## src/rtl/seq_detect_ctrl.sv

```systemverilog
// rtl/seq_detect_ctrl.sv - programmable serial pattern detector with run control and hit counting
module seq_detect_ctrl #(
  parameter int                PAT_W       = 6,
  parameter int                CNT_W       = 8,
  parameter logic [PAT_W-1:0]  RST_PATTERN = 6'b101011
) (
  input  logic             clk,
  input  logic             reset,
  input  logic             cfg_valid,
  output logic             cfg_ready,
  input  logic [PAT_W-1:0] cfg_pattern,
  input  logic [PAT_W-1:0] cfg_mask,
  input  logic [CNT_W-1:0] cfg_threshold,
  input  logic             cfg_overlap,
  input  logic             start,
  input  logic             stop,
  input  logic             data_valid,
  input  logic             data_in,
  output logic             match_pulse,
  output logic [CNT_W-1:0] hit_count,
  output logic             busy,
  output logic             done,
  output logic [1:0]       state
);

  localparam int                FILL_W    = $clog2(PAT_W + 1);
  localparam logic [FILL_W-1:0] FILL_FULL = FILL_W'(PAT_W);

  // Encoding 3 is never entered; the next-state logic treats it like IDLE.
  typedef enum logic [1:0] {
    ST_IDLE  = 2'd0,
    ST_ARMED = 2'd1,
    ST_DONE  = 2'd2,
    ST_RSVD  = 2'd3
  } state_e;

  state_e             state_q, state_d;
  logic [PAT_W-1:0]   pattern_q, pattern_d;
  logic [PAT_W-1:0]   mask_q, mask_d;
  logic [CNT_W-1:0]   thresh_q, thresh_d;
  logic               overlap_q, overlap_d;
  logic [PAT_W-1:0]   shift_q, shift_d;
  logic [FILL_W-1:0]  fill_q, fill_d;
  logic [CNT_W-1:0]   hit_q, hit_d;
  logic               match_q, match_d;

  logic [PAT_W-1:0]   shift_nxt;
  logic [FILL_W-1:0]  fill_nxt;
  logic [CNT_W-1:0]   hit_inc;
  logic               hit;

  // Candidate window after accepting data_in, and whether it counts as a match.
  assign shift_nxt = {shift_q[PAT_W-2:0], data_in};
  assign fill_nxt  = (fill_q == FILL_FULL) ? fill_q : fill_q + FILL_W'(1);
  assign hit       = (fill_nxt == FILL_FULL) && (((shift_nxt ^ pattern_q) & mask_q) == '0);
  assign hit_inc   = (&hit_q) ? hit_q : hit_q + CNT_W'(1);

  // State, configuration and datapath registers.
  always_ff @(posedge clk or posedge reset) begin
    if (reset) begin
      state_q   <= ST_IDLE;
      pattern_q <= RST_PATTERN;
      mask_q    <= '1;
      thresh_q  <= CNT_W'(1);
      overlap_q <= 1'b1;
      shift_q   <= '0;
      fill_q    <= '0;
      hit_q     <= '0;
      match_q   <= 1'b0;
    end else begin
      state_q   <= state_d;
      pattern_q <= pattern_d;
      mask_q    <= mask_d;
      thresh_q  <= thresh_d;
      overlap_q <= overlap_d;
      shift_q   <= shift_d;
      fill_q    <= fill_d;
      hit_q     <= hit_d;
      match_q   <= match_d;
    end
  end

  // Run sequencing: config capture in IDLE, shifting and hit counting in ARMED.
  always_comb begin
    state_d   = state_q;
    pattern_d = pattern_q;
    mask_d    = mask_q;
    thresh_d  = thresh_q;
    overlap_d = overlap_q;
    shift_d   = shift_q;
    fill_d    = fill_q;
    hit_d     = hit_q;
    match_d   = 1'b0;

    case (state_q)
      ST_ARMED: begin
        if (stop) begin
          // A hit sampled on the stop edge is dropped.
          state_d = ST_IDLE;
        end else if (data_valid) begin
          shift_d = shift_nxt;
          fill_d  = fill_nxt;
          if (hit) begin
            match_d = 1'b1;
            hit_d   = hit_inc;
            if (!overlap_q) begin
              fill_d = '0;
            end
            if ((thresh_q != '0) && (hit_inc == thresh_q)) begin
              state_d = ST_DONE;
            end
          end
        end
      end
      ST_DONE: begin
        if (stop) begin
          state_d = ST_IDLE;
        end else if (start) begin
          shift_d = '0;
          fill_d  = '0;
          hit_d   = '0;
          state_d = ST_ARMED;
        end
      end
      default: begin
        if (cfg_valid) begin
          pattern_d = cfg_pattern;
          mask_d    = cfg_mask;
          thresh_d  = cfg_threshold;
          overlap_d = cfg_overlap;
        end
        if (start) begin
          shift_d = '0;
          fill_d  = '0;
          hit_d   = '0;
          state_d = ST_ARMED;
        end
      end
    endcase
  end

  assign busy        = (state_q == ST_ARMED);
  assign done        = (state_q == ST_DONE);
  assign cfg_ready   = !(busy || done);
  assign state       = state_q;
  assign match_pulse = match_q;
  assign hit_count   = hit_q;

endmodule
```

## config.mk

```make
export PLATFORM = sky130hd
export DESIGN_NAME = seq_detect_ctrl
export DESIGN_NICKNAME = d
export VERILOG_FILES = /design/src/rtl/seq_detect_ctrl.sv
export SDC_FILE = /design/constraint.sdc
export NUM_CORES = 1
export LEC_CHECK = 0
export CELL_PAD_IN_SITES_DETAIL_PLACEMENT = 1
export CELL_PAD_IN_SITES_GLOBAL_PLACEMENT = 2
export CORE_ASPECT_RATIO = 1.75
export CORE_UTILIZATION = 33
export DETAILED_ROUTE_END_ITERATION = 10
export PLACE_DENSITY = 0.86
export SETUP_SLACK_MARGIN = 0.5
export SLEW_MARGIN = 20
export SYNTH_ARGS = -nofsm -noshare
export SYNTH_HDL_FRONTEND = slang
export SYNTH_SLANG_ARGS = --single-unit
```

## constraint.sdc

```tcl
create_clock -name clk -period 3.2 [get_ports clk]
set_clock_uncertainty 0.05 [all_clocks]
set_input_delay 0.8 -clock clk [delete_from_list [all_inputs] [get_ports clk]]
set_output_delay 0.8 -clock clk [all_outputs]
set_load 0.1 [all_outputs]
```

==> summary.txt, run 1 <==
Run status
  • Status: finished clean

Logic synthesis
  • Sequential-to-total area share from yosys stat: 44.7%
  • Post-Syn Nets: 261
  • Most used flip-flop cell after synthesis: dfrtp_1
  • Netlist Area Pre-Place: 2270 sq um
  • Distinct cell type count after synthesis: 44
  • FFs w/ async S/R, synth: 100%
  • Post-Synthesis Cells: ~230
  • Post-synth EDFFs: 0
  • Synthesized area per cell: 9.97 sq um
  • Ys Warns: 0
  • Synthesis-stage register bit count: 40

Power
  • Combinational share of power: about 37%
  • Overall Power: around 2200 uW
  • Sequential Power Share: around two fifths
  • Pwr Density: around 750 nW/um^2
  • Net Switching: 820 uW
  • Leak: roughly 0.0012 uW
  • Peak supply drop: 0.000381 V
  • Clock Power Share: a little under a quarter
  • Internal: ~1400 uW
  • Sw frac: 36.7%

STA
  • Least-Margin Pin Slew: approximately 520 ps
  • RSZ-0062 raised after global routing: false
  • Setup Viol. Count Final: 0
  • Setup TNS: 0 ps
  • Fmax: 0.384 GHz
  • Crit path time final: between 2000 and 3000 ps
  • Endpoints failing hold: 0
  • Worst slew margin: between 60% and 70%
  • Count of final max-slew check failures: 0
  • Final period util: 81.3%

Setup path
  • Reg2Reg Capture Point: state[1]
  • CP Capture Point: state[1]
  • Crit-path max FO: 8
  • CP Launch Type: register
  • Reg-to-reg slack, setup: between 500 and 600 ps
  • RR Startpoint: hit_count[1]
  • CP Capture Type: register
  • Reg2reg path depth: 9
  • Required @ worst endpoint: between 3000 and 4000 ps
  • Worst Setup Path Type: register to register
  • Critical path data arrival time: 2720 ps
  • CP startpoint: hit_count[1]

Routing
  • Top layer in use: met4
  • Final ANT Viol Nets: 0
  • Met3 WL: 131 um
  • Metal1 wirelength: roughly 2400 um
  • Met2 wire len: about 3600 um
  • DRT iter0 DRCs: between 80 and 90
  • WL/cell: about 18 um
  • Via density: between 5 and 6
  • Via Count: between 1500 and 2000
  • Residual DRC: 0
  • WL final: approximately 6400 um
  • First-pass detailed-route iteration total: 4

Floorplan
  • Die X: about 65 um
  • Initial Utilization: 34.5%
  • Top Ports: 42
  • Die height: 112 um
  • Number of cell rows: 39
  • Die area: slightly above 7000 sq um
  • Core ar.: about 6600 sq um

Placed design
  • GP Congestion: roughly 0.83
  • I/O Buffers: between 40 and 50
  • Placed Cells: 349
  • HPWL Detailed: 4710 um

GRT
  • Largest net degree at the start of global routing: 41
  • Global-route wire length before repair: about 11000 um
  • Number of antenna violations at the first check in global routing: 0
  • Vias in the first global route: about 2200
  • Total congestion overflow: 0
  • GRT Util Overall: slightly below 20%

Flow run
  • Maxcap violations: 0

Clock tree
  • CTS tree: done
  • Clock slew at reported path FFs: roughly 60 ps
  • CTS root buffer: clkbuf_16
  • CTS H-tree depth: 2
  • CTS Buf Count: 5
  • Max Root-Sink Buffers: 2
  • Clk sinks: 40
  • Clock Latency Late Sink: approximately 280 ps

Cells and area
  • Final nets: 308
  • Ant diodes: 0
  • Layout cell share with drive strength beyond 1: a little under a third
  • Area grow syn2layout: 30.9%
  • Fin util: around 45%
  • Final std cells w/o fill: 358

Hold path
  • Tightest Hold Check Type: register to register
[cell usage in the layout (no fill, tap or decap), types with 8 or more instances in the layout]
cell type         n
clkdlybuf4s50_1  26
mux2_2           22
o21ai_0          12
nand2_1          17
nor2_1           12
inv_1            13
dfrtp_1          18
buf_4            24
dfstp_2          12
a21oi_1          20
a22o_1            8
dfrtp_2           8
xor2_1            8
[sequential cells by signal, indices dropped and copies added (netlist names)]
register and cells:
match_pulse 1, mask_q 6, pattern_q 6, thresh_q 8, hit_count 8, state 2, fill_q 3, shift_q 5
overlap_q 1
[what timing repair did]
action / in CTS / in global routing
gates resized for setup: 5 / 4
endpoints found under the setup margin: 2 / 2
setup buffers: 0 / 1
pin swaps: 2 / 1
hold buffers: 0 / 0
gates cloned: 0 / 0
[critical path: stages, from the launching register on]
cell and delay, ps:
dfrtp_4 530, ha_4 210, buf_4 160, and4_1 210
a21oi_1 190, xnor2_1 140, o21ai_1 100, or4b_4 550
mux2i_1 140, a32o_1 200
[cell usage after synthesis, types with 5 or more instances]
library cell,number,area share (%)
a21oi_1,20,4.4
ha_1,5,2.8
a31oi_1,5,1.4
and3_1,5,1.4
dfrtp_1,28,31
xor2_1,8,3.1
inv_1,13,2.1
mux2_2,22,11
nand2_1,17,2.8
a22o_1,8,3.1
nor3_1,5,1.1
nor2_1,12,2.0
buf_2,5,1.1
dfstp_2,12,14
o21ai_0,14,3.1
[worst min path at each step]
stage / from / endpoint / slack [ps] / depth (start not counted)
4_1_cts: shift_q[4] / shift_q[4] / 490 / 1
5_1_grt: pattern_q[2] / pattern_q[2] / 520 / 1
3_5_place_dp: fill_q[0] / fill_q[0] / 470 / 1
2_1_floorplan: fill_q[0] / fill_q[0] / 430 / 1
3_3_place_gp: fill_q[1] / fill_q[1] / 450 / 2
6_report: shift_q[4] / shift_q[4] / 480 / 1
[layout make-up]
type | count | area [sq um]
well taps | 82 | 103
flip-flops and latches | 40 | 1030
fillers | 738 | 3610
inverters | 13 | 48.8
clock buffers | 8 | 156
multi-input cells | 164 | 1180
repair buffers | 51 | 449
[power by group through the flow]
stage | clock network, uW | logic [uW] | registers (uW)
after floorplan | 0 | 573 | 877
after global placement | 0 | 801 | 877
after detailed placement | 0 | 818 | 888
after CTS | 543 | 835 | 881
after global routing | 568 | 902 | 908
final | 527 | 829 | 882
[stage by stage]
step	hold slack, ps	setup WS (ps)	instance area (sq um)
3_3_place_gp	454	88.2	2790
2_1_floorplan	429	522	2310
5_1_grt	524	506	2980
4_1_cts	493	515	2970
3_5_place_dp	469	68.1	2790
6_report	481	599	2980
[kinds of logic (layout without fill, tap and decap cells)]
| group | Yosys count | after routing | share of synthesized area [%] |
|---|---|---|---|
| AO/OA/AOI/OAI | 63 | 63 | 17.8 |
| XOR/XNOR | 10 | 10 | 3.85 |
| adder cells (fa/ha/maj) | 5 | 5 | 2.75 |
| buffers and inverters | 24 | 72 | 4.73 |
| flip-flops | 40 | 40 | 44.7 |
| multiplexers | 24 | 24 | 11.8 |
| AND/OR/NAND/NOR | 62 | 62 | 14.4 |
[layer usage]
| layer | global-route usage [%] | vias up |
|---|---|---|
| met2 | 37.4 | 39 |
| met3 | 3.18 | 13 |
| met1 | 20.1 | 1002 |
| met5 | 0 | - |
| li1 | - | 917 |
| met4 | 7.26 | 0 |
No activity file was read; power rests on OpenSTA's default activity.
==> run 2: changes to the inputs <==
--- a/config.mk
+++ b/config.mk
@@ -8,9 +8,9 @@
 export CELL_PAD_IN_SITES_DETAIL_PLACEMENT = 1
 export CELL_PAD_IN_SITES_GLOBAL_PLACEMENT = 2
 export CORE_ASPECT_RATIO = 1.75
-export CORE_UTILIZATION = 33
+export CORE_UTILIZATION = 29
 export DETAILED_ROUTE_END_ITERATION = 10
-export PLACE_DENSITY = 0.86
+export PLACE_DENSITY = 0.81
 export SETUP_SLACK_MARGIN = 0.5
 export SLEW_MARGIN = 20
 export SYNTH_ARGS = -nofsm -noshare
==> constraint.sdc (replaced) <==
create_clock -name clk -period 2.1 [get_ports clk]
set_clock_uncertainty 0.05 [all_clocks]
set_input_delay 0.525 -clock clk [delete_from_list [all_inputs] [get_ports clk]]
set_output_delay 0.525 -clock clk [all_outputs]
set_load 0.1 [all_outputs]
==> run 2 against run 1 <==
  * The flow now finishes with violations (negative setup slack)
  * Critical path depth did not move
  * Final cell count rose by 26%
  * Register-to-register slack got worse by 1100 ps
  * Sequential power rose by 56%
  * Non-clock buffer count rose by 86
  * Final area rose by 52%
  * Total power rose by 120%
  * Routed wire length rose by 61%
  * Clock power rose by 79%
  * Sequential cell count did not move
  * Hold slack improved by 2.0 ps
  * Critical path type unchanged
  * Highest routed layer unchanged
==> summary.txt, run 2 (synthesis gave the netlist of run 1 again) <==
Run status
  • Status: finished, violations left
  • Failing checks: negative setup slack

Routing
  • First-pass detailed-route iteration total: 4
  • Via Count: between 2000 and 2500
  • WL final: 10300 um
  • Final ANT Viol Nets: 0
  • Via density: roughly 5.5
  • Residual DRC: 0
  • WL/cell: about 23 um
  • DRT iter0 DRCs: 95

Placed design
  • Placed Cells: about 400
  • I/O Buffers: between 40 and 50
  • HPWL Detailed: 5700 um
  • GP Congestion: roughly 0.89
  • Placed Instance Area: 3480 sq um
  • DP Worst Slack: -874 ps

Setup path
  • Reg2reg path depth: 9
  • CP max stage cell: or4b_4
  • Cell family with most CP delay: simple AND/OR/NAND/NOR gates
  • Slowest Stage Delay on Critical Path: 550 ps
  • Worst Path Buf+Inv: 1
  • CP Launch Type: register
  • CP Capture Type: register
  • Worst Setup Path Type: register to register
  • Critical path data arrival time: 2690 ps
  • Crit-path max FO: 4
  • WP depth: 9
  • Required @ worst endpoint: roughly 2200 ps
  • Critical path cell sequence: ha_4 -> buf_12 -> and4_4 -> a21oi_4 -> xnor2_1 -> o21ai_1 -> or4b_4 -> mux2i_1 -> a32o_1

Cells and area
  • Most frequent cells in the layout: 57 x buf_4, 27 x buf_6, 24 x clkdlybuf4s50_1
  • Final std cells w/o fill: between 400 and 500
  • Design area: about 4500 sq um
  • Layout cell share with drive strength beyond 1: between 60% and 70%
  • Fin util: approximately 60%
  • Area grow syn2layout: 98.3%
  • Ant diodes: 0
  • Leading cell type in the layout, fill and taps excluded: buf_4
  • Final nets: 394

GRT
  • Largest net degree at the start of global routing: 41
  • Total congestion overflow: 0
  • Vias in the first global route: 2657
  • Global-route wire length before repair: 13700 um
  • GRT Util Overall: between 20% and 30%
  • Number of antenna violations at the first check in global routing: 0

Power
  • Peak supply drop: 0.000989 V
  • Sequential Power Share: 28.0%
  • Net Switching: between 1500 and 2000 uW
  • Combinational share of power: 52.8%
  • Pwr Density: between 1000 and 1500 nW/um^2
  • Leak: 0.00194 uW
  • Clock Power Share: between 10% and 20%
  • Internal: between 3000 and 4000 uW
  • Sw frac: between 30% and 40%

Floorplan
  • Die height: about 120 um
  • Die X: 68.9 um
  • Number of cell rows: 42
  • Die area: a little over 8000 sq um
  • Core ar.: 7570 sq um
  • Top Ports: 42
  • Initial Utilization: around 30%

STA
  • Endpoints failing hold: 0
  • RSZ-0062 raised after global routing: true
  • Final period util: 122%
  • Count of final max-slew check failures: 0
  • Least-Margin Pin Slew: 410 ps
  • Setup Viol. Count Final: 12
  • Fmax: roughly 0.39 GHz
  • Worst slew margin: 72.6%
  • Setup WS post-layout: -467 ps
  • Crit path time final: roughly 2600 ps

Hold path
  • Tightest Hold Check Type: register to register
  • Hold Path Depth: 1

Clock tree
  • Clk sinks: 40
  • CTS Buf Count: 5
  • Hold buffers post-CTS: 0
  • Max Root-Sink Buffers: 2
  • CTS tree: done
  • CTS H-tree depth: 2
  • Clock Latency Late Sink: 290 ps
  • CTS root buffer: clkbuf_16
  • Clock slew at reported path FFs: 60 ps

Flow run
  • Maxcap violations: 0
## run 2: layout make-up
| type | instances | area [sq um] |
|---|---|---|
| multi-input combinational | 164 | 1570 |
| clock inverter | 2 | 38.8 |
| timing repair buffer | 137 | 1530 |
| inverter | 13 | 57.6 |
| tap | 88 | 110 |
| clock buffer | 6 | 139 |
| fill | 777 | 3060 |
| sequential | 40 | 1050 |
## run 2: per-stage QoR
stage          setup TNS [ps]  power [uW]  hold slack [ps]
2_1_floorplan           -1250        2320              418
3_3_place_gp            -6470        2900              445
4_1_cts                 -2220        4340              478
3_5_place_dp            -7910        2960              456
6_report                -2120        4930              483
5_1_grt                 -2970        5110              523
## run 2: path summary, 6_finish.rpt
path                               from          end  slack (ps)
max in group asynchronous         reset    overlap_q        1190
max reg2reg                hit_count[1]     state[1]        -470
min                          shift_q[4]   shift_q[4]         480
min reg2reg                  shift_q[4]   shift_q[4]         480
max                        hit_count[1]     state[1]        -470
min in group asynchronous         reset  thresh_q[1]         540
## run 2: power groups by stage
stage	Clock (uW)	Sequential, uW	Combinational [uW]
after floorplan	0	1350	974
after global placement	0	1310	1590
after detailed placement	0	1330	1630
after CTS	934	1340	2070
after global routing	980	1400	2720
final	944	1380	2610
## run 2: what timing repair did
item                       in CTS  in global routing
gates cloned                    2                  3
resized for setup              57                 55
setup endpoints to repair      39                 53
pin swaps                      14                 25
setup buffers                  17                 17
## run 2: routing by layer
metal	GRT usage [%]	up-vias	part of all wire, %
li1	-	1094	-
met2	41.9	77	55
met5	0	-	0
met4	11.1	0	5.6
met1	24.1	1250	36
met3	2.78	43	2.5
==> run 3: changes to the inputs <==
--- a/config.mk
+++ b/config.mk
@@ -9,6 +9,7 @@
 export CELL_PAD_IN_SITES_GLOBAL_PLACEMENT = 2
 export CORE_ASPECT_RATIO = 1.75
 export CORE_UTILIZATION = 29
+export CTS_BUF_LIST = sky130_fd_sc_hd__clkbuf_16
 export DETAILED_ROUTE_END_ITERATION = 10
 export PLACE_DENSITY = 0.81
 export SETUP_SLACK_MARGIN = 0.5
==> run 3 against run 2 <==
  * The flow still finishes with violations (negative setup slack)
  * Clock power shrank 5.9%
  * Total power shrank 6.8%
  * Worst setup slack gained 53 ps
  * Critical path depth shrank 1
  * Sequential share of layout area grew 1.1 points
  * Via count shrank 3.7%
  * Largest power group unchanged
==> summary.txt, run 3 (synthesis gave the netlist of run 1 again) <==
Cells and area
  • Layout cell share with drive strength beyond 1: between 50% and 60%
  • Most frequent cells in the layout: 60 x buf_4, 24 x clkdlybuf4s50_1, 21 x mux2_4
  • Fin util: between 50% and 60%
  • Area grow syn2layout: 89.3%
  • Ant diodes: 0
  • Leading cell type in the layout, fill and taps excluded: buf_4
  • Final nets: ~380

Power
  • Sequential Power Share: 29.5%
  • Pwr Density: approximately 1100 nW/um^2
  • Internal: ~2900 uW
  • Sw frac: 37.2%
  • Overall Power: roughly 4600 uW
  • Net Switching: approximately 1700 uW
  • Combinational share of power: about half
  • Clock Power Share: 19.3%
  • Peak supply drop: around 0.00090 V
  • Leak: 0.00186 uW

STA
  • Endpoints failing hold: 0
  • Least-Margin Pin Slew: ~390 ps
  • Setup WS post-layout: -414 ps
  • Worst slew margin: 74.1%
  • RSZ-0062 raised after global routing: true
  • Crit path time final: roughly 2500 ps
  • WHS: about 490 ps
  • Final period util: 120%
  • Fmax: 0.398 GHz
  • Setup TNS: -1780 ps
  • Count of final max-slew check failures: 0
  • Setup Viol. Count Final: 12

GRT
  • Number of antenna violations at the first check in global routing: 0
  • Vias in the first global route: about 2700
  • Total congestion overflow: 0
  • Largest net degree at the start of global routing: just over 40
  • Global-route wire length before repair: ~14000 um
  • GRT Util Overall: between 20% and 30%

Setup path
  • CP Launch Type: register
  • Worst Path Buf+Inv: 1
  • Worst Setup Path Type: register to register
  • CP max stage cell: or4b_4
  • Crit-path max FO: 6
  • Slowest Stage Delay on Critical Path: just under 600 ps
  • Required @ worst endpoint: roughly 2200 ps
  • Critical path cell sequence: buf_4 -> and4_4 -> and2_1 -> a31oi_1 -> a22o_1 -> or4b_4 -> mux2i_1 -> a32o_1
  • Critical path data arrival time: 2640 ps
  • CP Capture Type: register
  • Cell family with most CP delay: simple AND/OR/NAND/NOR gates

Hold path
  • Tightest Hold Check Type: register to register

Routing
  • WL/cell: about 21 um
  • First-pass detailed-route iteration total: 4
  • Via Count: approximately 2400
  • DRT iter0 DRCs: between 60 and 70
  • WL final: between 9000 and 10000 um
  • Residual DRC: 0
  • Via density: about 5.4
  • Final ANT Viol Nets: 0

Placed design
  • I/O Buffers: 41
  • HPWL Detailed: between 5000 and 6000 um
  • GP Congestion: around 0.9
  • DP Worst Slack: -874 ps

Floorplan
  • Core ar.: 7570 sq um
  • Number of cell rows: 42
  • Initial Utilization: approximately 30%
  • Top Ports: 42
  • Die area: 8210 sq um
  • Die X: 68.9 um
  • Die height: 119 um

Run status
  • Status: finished, violations left
  • Failing checks: negative setup slack

Clock tree
  • CTS H-tree depth: 2
  • CTS Buf Count: 5
  • Hold buffers post-CTS: 0
  • CTS tree: done
  • Max Root-Sink Buffers: 2
  • Clock Latency Late Sink: between 200 and 300 ps
  • Clock slew at reported path FFs: 60 ps
  • Clk sinks: 40
  • CTS root buffer: clkbuf_16

Flow run
  • Maxcap violations: 0
## run 3: changes by cell type in the layout (fill, tap and decap cells not counted), sizes merged
cell,previous run,this run
buf,108,99
clkinv,1,2
clkbuf,8,6
## run 3: area by class of cell
class	count	area (sq um)
Inverter	13	57.6
Sequential cell	40	1050
Clock buffer	5	125
Fill cell	794	3260
Timing Repair Buffer	127	1360
Clock inverter	3	42.5
Tap cell	88	110
Multi-Input combinational cell	164	1560
## run 3: through the flow
stage	cell area [sq um]	std cells
2_1_floorplan	2480	228
3_3_place_gp	3480	403
3_5_place_dp	3480	403
4_1_cts	4120	431
5_1_grt	4300	440
6_report	4300	440
## run 3: final timing paths
path | from | to | slack (ps) | cells after the start
min in group asynchronous | reset | hit_count[7] | 550 | 3
worst max-delay path | hit_count[0] | state[1] | -410 | 8
max in group asynchronous | reset | overlap_q | 1180 | 3
worst min-delay path | pattern_q[2] | pattern_q[2] | 490 | 1
worst min register to register | pattern_q[2] | pattern_q[2] | 490 | 1
worst max register to register | hit_count[0] | state[1] | -410 | 8
## run 3: what timing repair did
action	CTS	global route
endpoints found under the setup margin	39	53
gates cloned	3	2
setup buffers	17	7
gates resized for setup	74	25
pin swaps	18	13
## run 3: worst register-to-register path: stages (launching register included)
cell,delay (ps)
dfrtp_4,430
buf_4,180
and4_4,250
and2_1,180
a31oi_1,100
a22o_1,270
or4b_4,580
mux2i_1,150
a32o_1,210
## run 3: layer usage
layer  track usage, %  vias up  part of all wire [%]
met5                0        -                     0
met4             11.7        0                   4.0
met3             3.26       24                   2.5
met2             43.9       66                    58
met1             24.5     1208                    36
li1                 -     1076                     -
## run 3: power by group through the flow
stage	clock, uW	sequential [uW]	combinational (uW)
2_1_floorplan	0	1350	974
3_3_place_gp	0	1310	1590
3_5_place_dp	0	1330	1630
4_1_cts	896	1340	2090
5_1_grt	921	1380	2460
6_report	888	1350	2350
